<file path="config.mk">
export PLATFORM = sky130hd
export DESIGN_NAME = lcd_seq_arbiter
export DESIGN_NICKNAME = d
export VERILOG_FILES = /design/src/rtl/lcd_pkg.sv /design/src/rtl/lcd_delay_timer.sv /design/src/rtl/lcd_seq_arbiter.sv
export SDC_FILE = /design/constraint.sdc
export NUM_CORES = 1
export LEC_CHECK = 0
export ABC_AREA = 1
export BUFFER_PORTS_ARGS = -buffer_cell sky130_fd_sc_hd__buf_2
export CAP_MARGIN = 10
export CELL_PAD_IN_SITES_DETAIL_PLACEMENT = 1
export CELL_PAD_IN_SITES_GLOBAL_PLACEMENT = 1
export CORE_MARGIN = 8
export CORE_UTILIZATION = 43
export DETAILED_ROUTE_END_ITERATION = 8
export GPL_TIMING_DRIVEN = 0
export PLACE_DENSITY = 0.81
export SETUP_SLACK_MARGIN = 0.02
export SLEW_MARGIN = 20
export SYNTH_ARGS = -nofsm -noshare
export SYNTH_HDL_FRONTEND = slang
export SYNTH_SLANG_ARGS = --single-unit
</file>
<file path="constraint.sdc">
create_clock -name Clk -period 2.65 [get_ports Clk]
set_input_delay 0.265 -clock Clk [delete_from_list [all_inputs] [get_ports Clk]]
set_output_delay 0.265 -clock Clk [all_outputs]
set_load 0.05 [all_outputs]
</file>
<file path="src/rtl/lcd_pkg.sv">
// Shared types, HD44780 command bytes and default timing for the LCD sequencer/arbiter.
package lcd_pkg;

    localparam int unsigned TIM_W = 20;

    typedef enum logic [2:0] {
        ST_PWRUP     = 3'd0,
        ST_INIT_NIB  = 3'd1,
        ST_INIT_WAIT = 3'd2,
        ST_IDLE      = 3'd3,
        ST_SETUP     = 3'd4,
        ST_E_HI      = 3'd5,
        ST_HOLD      = 3'd6,
        ST_EXEC      = 3'd7
    } lcd_state_t;

    localparam logic [7:0] LCD_FUNC_4BIT = 8'h28;
    localparam logic [7:0] LCD_ENTRY_INC = 8'h06;
    localparam logic [7:0] LCD_DISP_ON   = 8'h0C;
    localparam logic [7:0] LCD_CLEAR     = 8'h01;

    localparam int unsigned DEF_T_PWRUP   = 750000;
    localparam int unsigned DEF_T_INIT1   = 205000;
    localparam int unsigned DEF_T_INIT2   = 5000;
    localparam int unsigned DEF_T_SETUP   = 2;
    localparam int unsigned DEF_T_E_HIGH  = 12;
    localparam int unsigned DEF_T_NIB_GAP = 50;
    localparam int unsigned DEF_T_CMD     = 2000;
    localparam int unsigned DEF_T_CLR     = 82000;

    // Clear display and return-home commands need the long execution wait.
    function automatic logic is_long_cmd(input logic rs, input logic [7:0] data);
        return (rs == 1'b0) && ((data == 8'h01) || (data == 8'h02) || (data == 8'h03));
    endfunction

endpackage

</file>
<file path="src/rtl/lcd_delay_timer.sv">
// Loadable down-counter: after Load with N, Done is high on the Nth cycle of the phase.
module lcd_delay_timer
    import lcd_pkg::*;
#(
    parameter logic [TIM_W-1:0] RST_VAL = '0
) (
    input  logic             Clk,
    input  logic             Rst,
    input  logic             Load,
    input  logic [TIM_W-1:0] Value,
    output logic             Done
);

    logic [TIM_W-1:0] count_d, count_q;

    // Load N-1 so that a phase of length N ends when the count reaches zero.
    always_comb begin
        if (Load) begin
            count_d = Value - 20'd1;
        end else if (count_q != 20'd0) begin
            count_d = count_q - 20'd1;
        end else begin
            count_d = count_q;
        end
    end

    // Count register.
    always_ff @(posedge Clk or negedge Rst) begin
        if (!Rst) begin
            count_q <= RST_VAL;
        end else begin
            count_q <= count_d;
        end
    end

    assign Done = (count_q == 20'd0);

endmodule

</file>
<file path="src/rtl/lcd_seq_arbiter.sv">
// HD44780 4-bit LCD sequencer with round-robin arbitration between two byte requesters.
// Define LCD_SEQ_INIT_EN to run the power-on init sequence after every reset.
module lcd_seq_arbiter
    import lcd_pkg::*;
#(
    parameter int unsigned T_PWRUP   = DEF_T_PWRUP,
    parameter int unsigned T_INIT1   = DEF_T_INIT1,
    parameter int unsigned T_INIT2   = DEF_T_INIT2,
    parameter int unsigned T_SETUP   = DEF_T_SETUP,
    parameter int unsigned T_E_HIGH  = DEF_T_E_HIGH,
    parameter int unsigned T_NIB_GAP = DEF_T_NIB_GAP,
    parameter int unsigned T_CMD     = DEF_T_CMD,
    parameter int unsigned T_CLR     = DEF_T_CLR
) (
    input  logic       Clk,
    input  logic       Rst,
    input  logic       ReqA,
    input  logic       ReqB,
    input  logic       RsA,
    input  logic       RsB,
    input  logic [7:0] DataA,
    input  logic [7:0] DataB,
    output logic       GntA,
    output logic       GntB,
    output logic       Ready,
    output logic [3:0] LCD_Data,
    output logic       LCD_E,
    output logic       LCD_RS,
    output logic       LCD_RW
);

`ifdef LCD_SEQ_INIT_EN
    localparam lcd_state_t RST_STATE  = ST_PWRUP;
    localparam logic [3:0] INIT_STEPS = 4'd8;
`else
    localparam lcd_state_t RST_STATE  = ST_IDLE;
`endif

    lcd_state_t       state_d, state_q;
    logic [7:0]       byte_d, byte_q;
    logic             rs_d, rs_q;
    logic             nib_d, nib_q;
    logic             last_b_d, last_b_q;
    logic             ready_d, ready_q;
    logic [3:0]       lcd_data_d, lcd_data_q;
    logic             lcd_e_d, lcd_e_q;
    logic             lcd_rs_d, lcd_rs_q;
    logic             gnt_a_s, gnt_b_s;
    logic             single_nib_s;
    logic             tmr_load_s, tmr_done_s;
    logic [TIM_W-1:0] tmr_value_s;

`ifdef LCD_SEQ_INIT_EN
    logic [3:0] step_d, step_q;

    // Steps 0-3 are lone init nibbles (kept in the high half), steps 4-7 full bytes.
    function automatic logic [7:0] init_byte(input logic [3:0] step);
        case (step)
            4'd0, 4'd1, 4'd2: init_byte = 8'h30;
            4'd3:             init_byte = 8'h20;
            4'd4:             init_byte = LCD_FUNC_4BIT;
            4'd5:             init_byte = LCD_ENTRY_INC;
            4'd6:             init_byte = LCD_DISP_ON;
            4'd7:             init_byte = LCD_CLEAR;
            default:          init_byte = 8'h00;
        endcase
    endfunction

    assign single_nib_s = (step_q < 4'd4);
`else
    assign single_nib_s = 1'b0;
`endif

    lcd_delay_timer #(
        .RST_VAL (TIM_W'(T_PWRUP - 1))
    ) u_timer (
        .Clk   (Clk),
        .Rst   (Rst),
        .Load  (tmr_load_s),
        .Value (tmr_value_s),
        .Done  (tmr_done_s)
    );

    // Round-robin arbitration; ready_q masks the first IDLE cycle straight out of reset.
    always_comb begin
        gnt_a_s = 1'b0;
        gnt_b_s = 1'b0;
        if ((state_q == ST_IDLE) && ready_q) begin
            if (ReqA && (!ReqB || last_b_q)) begin
                gnt_a_s = 1'b1;
            end else begin
                gnt_b_s = ReqB;
            end
        end else begin
            gnt_a_s = 1'b0;
        end
    end

    // Next-state logic for the sequencer.
    always_comb begin
        state_d  = state_q;
        byte_d   = byte_q;
        rs_d     = rs_q;
        nib_d    = nib_q;
        last_b_d = last_b_q;
`ifdef LCD_SEQ_INIT_EN
        step_d   = step_q;
`endif
        case (state_q)
            ST_IDLE: begin
                if (gnt_a_s || gnt_b_s) begin
                    byte_d   = gnt_b_s ? DataB : DataA;
                    rs_d     = gnt_b_s ? RsB : RsA;
                    nib_d    = 1'b0;
                    last_b_d = gnt_b_s;
                    state_d  = ST_SETUP;
                end else begin
                    state_d  = ST_IDLE;
                end
            end
            ST_SETUP: begin
                if (tmr_done_s) state_d = ST_E_HI;
                else            state_d = ST_SETUP;
            end
            ST_E_HI: begin
                if (tmr_done_s) state_d = ST_HOLD;
                else            state_d = ST_E_HI;
            end
            ST_HOLD: begin
                if (!tmr_done_s) begin
                    state_d = ST_HOLD;
                end else if (single_nib_s) begin
                    state_d = ST_INIT_WAIT;
                end else if (!nib_q) begin
                    nib_d   = 1'b1;
                    state_d = ST_SETUP;
                end else begin
                    state_d = ST_EXEC;
                end
            end
            ST_EXEC: begin
                if (!tmr_done_s) begin
                    state_d = ST_EXEC;
`ifdef LCD_SEQ_INIT_EN
                end else if (step_q != INIT_STEPS) begin
                    step_d  = step_q + 4'd1;
                    state_d = (step_q == INIT_STEPS - 4'd1) ? ST_IDLE : ST_INIT_NIB;
`endif
                end else begin
                    state_d = ST_IDLE;
                end
            end
`ifdef LCD_SEQ_INIT_EN
            ST_PWRUP: begin
                if (tmr_done_s) state_d = ST_INIT_NIB;
                else            state_d = ST_PWRUP;
            end
            ST_INIT_NIB: begin
                byte_d  = init_byte(step_q);
                rs_d    = 1'b0;
                nib_d   = 1'b0;
                state_d = ST_SETUP;
            end
            ST_INIT_WAIT: begin
                if (tmr_done_s) begin
                    step_d  = step_q + 4'd1;
                    state_d = ST_INIT_NIB;
                end else begin
                    state_d = ST_INIT_WAIT;
                end
            end
`endif
            default: state_d = RST_STATE;
        endcase
    end

    // Every state change starts a new timed phase sized for the state being entered.
    always_comb begin
        tmr_load_s = (state_d != state_q);
        case (state_d)
            ST_SETUP: tmr_value_s = TIM_W'(T_SETUP);
            ST_E_HI:  tmr_value_s = TIM_W'(T_E_HIGH);
            ST_HOLD:  tmr_value_s = TIM_W'(T_NIB_GAP);
            ST_EXEC:  tmr_value_s = is_long_cmd(rs_d, byte_d) ? TIM_W'(T_CLR) : TIM_W'(T_CMD);
`ifdef LCD_SEQ_INIT_EN
            ST_INIT_WAIT: begin
                case (step_q)
                    4'd0:    tmr_value_s = TIM_W'(T_INIT1);
                    4'd1:    tmr_value_s = TIM_W'(T_INIT2);
                    default: tmr_value_s = TIM_W'(T_CMD);
                endcase
            end
`endif
            default:  tmr_value_s = 20'd1;
        endcase
    end

    // Output flops follow the next state so they line up with the state register.
    always_comb begin
        ready_d = (state_d == ST_IDLE);
        lcd_e_d = (state_d == ST_E_HI);
        if (state_d inside {ST_SETUP, ST_E_HI, ST_HOLD}) begin
            lcd_data_d = nib_d ? byte_d[3:0] : byte_d[7:4];
            lcd_rs_d   = rs_d;
        end else begin
            lcd_data_d = 4'h0;
            lcd_rs_d   = 1'b0;
        end
    end

    // State and output registers; the pointer resets as if B was served last.
    always_ff @(posedge Clk or negedge Rst) begin
        if (!Rst) begin
            state_q    <= RST_STATE;
            byte_q     <= 8'h00;
            rs_q       <= 1'b0;
            nib_q      <= 1'b0;
            last_b_q   <= 1'b1;
            ready_q    <= 1'b0;
            lcd_data_q <= 4'h0;
            lcd_e_q    <= 1'b0;
            lcd_rs_q   <= 1'b0;
`ifdef LCD_SEQ_INIT_EN
            step_q     <= 4'd0;
`endif
        end else begin
            state_q    <= state_d;
            byte_q     <= byte_d;
            rs_q       <= rs_d;
            nib_q      <= nib_d;
            last_b_q   <= last_b_d;
            ready_q    <= ready_d;
            lcd_data_q <= lcd_data_d;
            lcd_e_q    <= lcd_e_d;
            lcd_rs_q   <= lcd_rs_d;
`ifdef LCD_SEQ_INIT_EN
            step_q     <= step_d;
`endif
        end
    end

    assign GntA     = gnt_a_s;
    assign GntB     = gnt_b_s;
    assign Ready    = ready_q;
    assign LCD_Data = lcd_data_q;
    assign LCD_E    = lcd_e_q;
    assign LCD_RS   = lcd_rs_q;
    assign LCD_RW   = 1'b0;

endmodule
</file>
==> results.json <==
{
  "via_per_inst": 4.96,
  "final_hold_viol_count": 0,
  "nets": 395,
  "first_global_vias": 2420,
  "outcome": "completed",
  "synth_nets": 351,
  "die-area_um2": 8750,
  "min_period_ps": 2450,
  "grt_overflow": 0,
  "ctsLongestPathBuffers": 2,
  "via_count": 2217,
  "finalSetupViolCount": 0,
  "wire_per_inst_um": 15.2,
  "finalCritPeriodShare": 0.924,
  "ctsHoldBuffers": 0,
  "fin_area_um2": 3010,
  "dr.pass1.iters": 4,
  "hold_path_class": "input pin to asynchronous set/reset pin",
  "syn_avg_cell_area_um2": 7.91,
  "ios": 32,
  "htreeDepth": 2,
  "die_x_um": 93.6,
  "routed_wl_mm": 6.79,
  "drt.antenna.violating_nets": 0,
  "tritoncts": "yes",
  "antenna_found_initial": 0,
  "max-cap-violations": 0,
  "worstPathArrival_ps": 2680,
  "cts.sinks": 41,
  "cp.required_ps": 2880,
  "crit_start": "u_timer.count_q[0]$_DFFE_PN1P_",
  "leakagePower_nw": 1.57,
  "place_hpwl_mm": 5.12,
  "peakVddDrop_mv": 0.249,
  "gr-usage-all-layers": 0.163,
  "slew_violations": 0,
  "critPathKind": "register to register",
  "cp_max_fo": 10,
  "place_area_um2": 2830,
  "drc": 0,
  "rsz0062_at_grt": "false",
  "synth_cells": 327,
  "core.rowCount": 28,
  "slew_headroom": 0.364,
  "finClkSkew_ps": 3.40,
  "seq_area_frac_synth": 0.404,
  "portBuffers": 30,
  "powerDensity_nw_per_um2": 399,
  "synth_area_um2": 2590,
  "start_kind": "register",
  "fmaxAchievable_ghz": 0.408,
  "cts-root-buf": "clkbuf_8",
  "drive_gt1_frac": 0.277,
  "cts_buffers": 5,
  "cp-end-kind": "register",
  "worst_pin_slew_ps": 954,
  "clk_pin_slew_ps": 90,
  "yosys_warnings": 0,
  "place.gp.congestion": 0.825,
  "synth_cell_types": 36,
  "fp.dieH_um": 93.6,
  "area_growth_pct": 16.2,
  "coreArea_um2": 5850,
  "setup-tns-final_ps": 0,
  "grt_max_degree": 42,
  "insertedDiodeCount": 0,
  "initial_core_util": 0.442,
  "drt-initial-drc-count": 54,
  "final_core_util": 0.514,
  "grt_pass1_wl_mm": 11.5,
  "clk_latency_ps": 300,
  "ys_seq_elements": 41,
  "r2r_start": "u_timer.count_q[0]$_DFFE_PN1P_"
}
power by group:
part	internal (W)	switching, W	total (W)
Sequential	0.000626	0	0.000626
Clock	0.000282	0.000249	0.000532
Combinational	0.0000148	0.0000250	0.0000398
Total	0.000924	0.000274	0.00120
metrics by stage:
stage | hold slack [ps] | power, W | setup WS (ps) | std cells
floorplan | -30.6 | 0.000649 | 470 | 327
global placement | 458 | 0.000678 | 173 | 432
detailed placement | 458 | 0.000679 | 115 | 432
CTS | 129 | 0.00120 | 63.5 | 440
global route | 185 | 0.00122 | 34.1 | 447
finish | 89.0 | 0.00120 | 202 | 447
metal layers:
layer	global-route usage	wire, um	vias to the layer above
li1	-	-	1124
met1	0.192	3030	1050
met2	0.288	3400	31
met3	0.0337	231	12
met4	0.0476	122	0
met5	0	0	-
layout by cell type (no fill, tap or decap), types with 3 or more instances in the layout:
| cell | instances |
|---|---|
| a21oi_1 | 15 |
| a21oi_2 | 4 |
| buf_2 | 30 |
| buf_4 | 8 |
| clkbuf_8 | 5 |
| dfrtp_1 | 25 |
| dfstp_2 | 16 |
| inv_1 | 44 |
| nand2_1 | 79 |
| nand2_2 | 7 |
| nand2_4 | 4 |
| nand3_1 | 27 |
| nand3_4 | 4 |
| nand4_1 | 6 |
| nor2_1 | 36 |
| nor2_2 | 3 |
| nor2_8 | 3 |
| nor3_1 | 5 |
| o21ai_0 | 9 |
| o21ai_1 | 3 |
| xnor2_1 | 4 |
| xor2_1 | 8 |
state kept, by name (all words and copies together), names as in the netlist:
register         count
u_timer.count_q     20
LCD_E                1
LCD_RS               1
state_q              3
last_b_q             1
rs_q                 1
Ready                1
nib_q                1
LCD_Data             4
byte_q               8
worst max-delay path, cell delays in order (launching register included):
cell and delay (ps):
dfstp_2 400, inv_1 60, ha_1 210, nand2_2 130, nor2_8 220, nand2_1 130
nor2_2 260, o21ai_4 110, nand2_1 80, inv_1 40, ha_1 200, a21boi_1 150
o21ai_1 140, nand2_1 80, nor2_1 110, nor2_1 50
area by class of cell:
type                            instances  area [um^2]
Clock buffer                            5         68.8
Clock inverter                          3         46.3
Sequential cell                        41         1050
Tap cell                               75         93.8
Multi-Input combinational cell        235         1320
Fill cell                             764         2850
Timing Repair Buffer                   37          203
Inverter                               47          181
Buffer                                  4         45.0
repair_timing:
action	4_1_cts	5_1_grt
buffers inserted	0	7
setup endpoints to repair	0	3
resized for setup	0	1
synth_stat cells (all sizes together):
library cell  instances  share of area
a21boi                3         0.0087
nand4                 6          0.015
a21oi                19          0.043
nand3                33          0.087
inv                  47          0.070
xnor2                 4          0.014
nor3                  5         0.0097
nor2                 44          0.091
conb                  1         0.0014
o21ai                14          0.030
o21bai                1         0.0029
xor2                  8          0.027
nand2                91           0.16
or2                   2         0.0048
dfstp                16           0.16
o211ai                1         0.0048
nand3b                1         0.0029
dfrtp                25           0.24
ha                    2         0.0097
buf                   4          0.017
final timing paths:
check	slack [ps]	to	depth (start not counted)
min in group Clk	310	byte_q[4]$_DFF_PN0_	3
max in group asynchronous	1950	u_timer.count_q[18]$_DFFE_PN0P_	1
worst max register to register	200	u_timer.count_q[8]$_DFFE_PN1P_	15
worst min register to register	510	u_timer.count_q[13]$_DFFE_PN1P_	2
worst min-delay path	90	byte_q[4]$_DFF_PN0_	1
worst max-delay path	200	u_timer.count_q[8]$_DFFE_PN1P_	15
cell families after synthesis:
logic type | after synthesis | synth area share
AOI/OAI and AO/OA | 38 | 0.0890
xor gates and xnor gates | 12 | 0.0406
adders and majority gates | 2 | 0.00967
buffers and inverters | 51 | 0.0876
DFF | 41 | 0.404
other | 1 | 0.00145
and+or+nand+nor | 182 | 0.367
No activity file was read; power rests on OpenSTA's default activity.
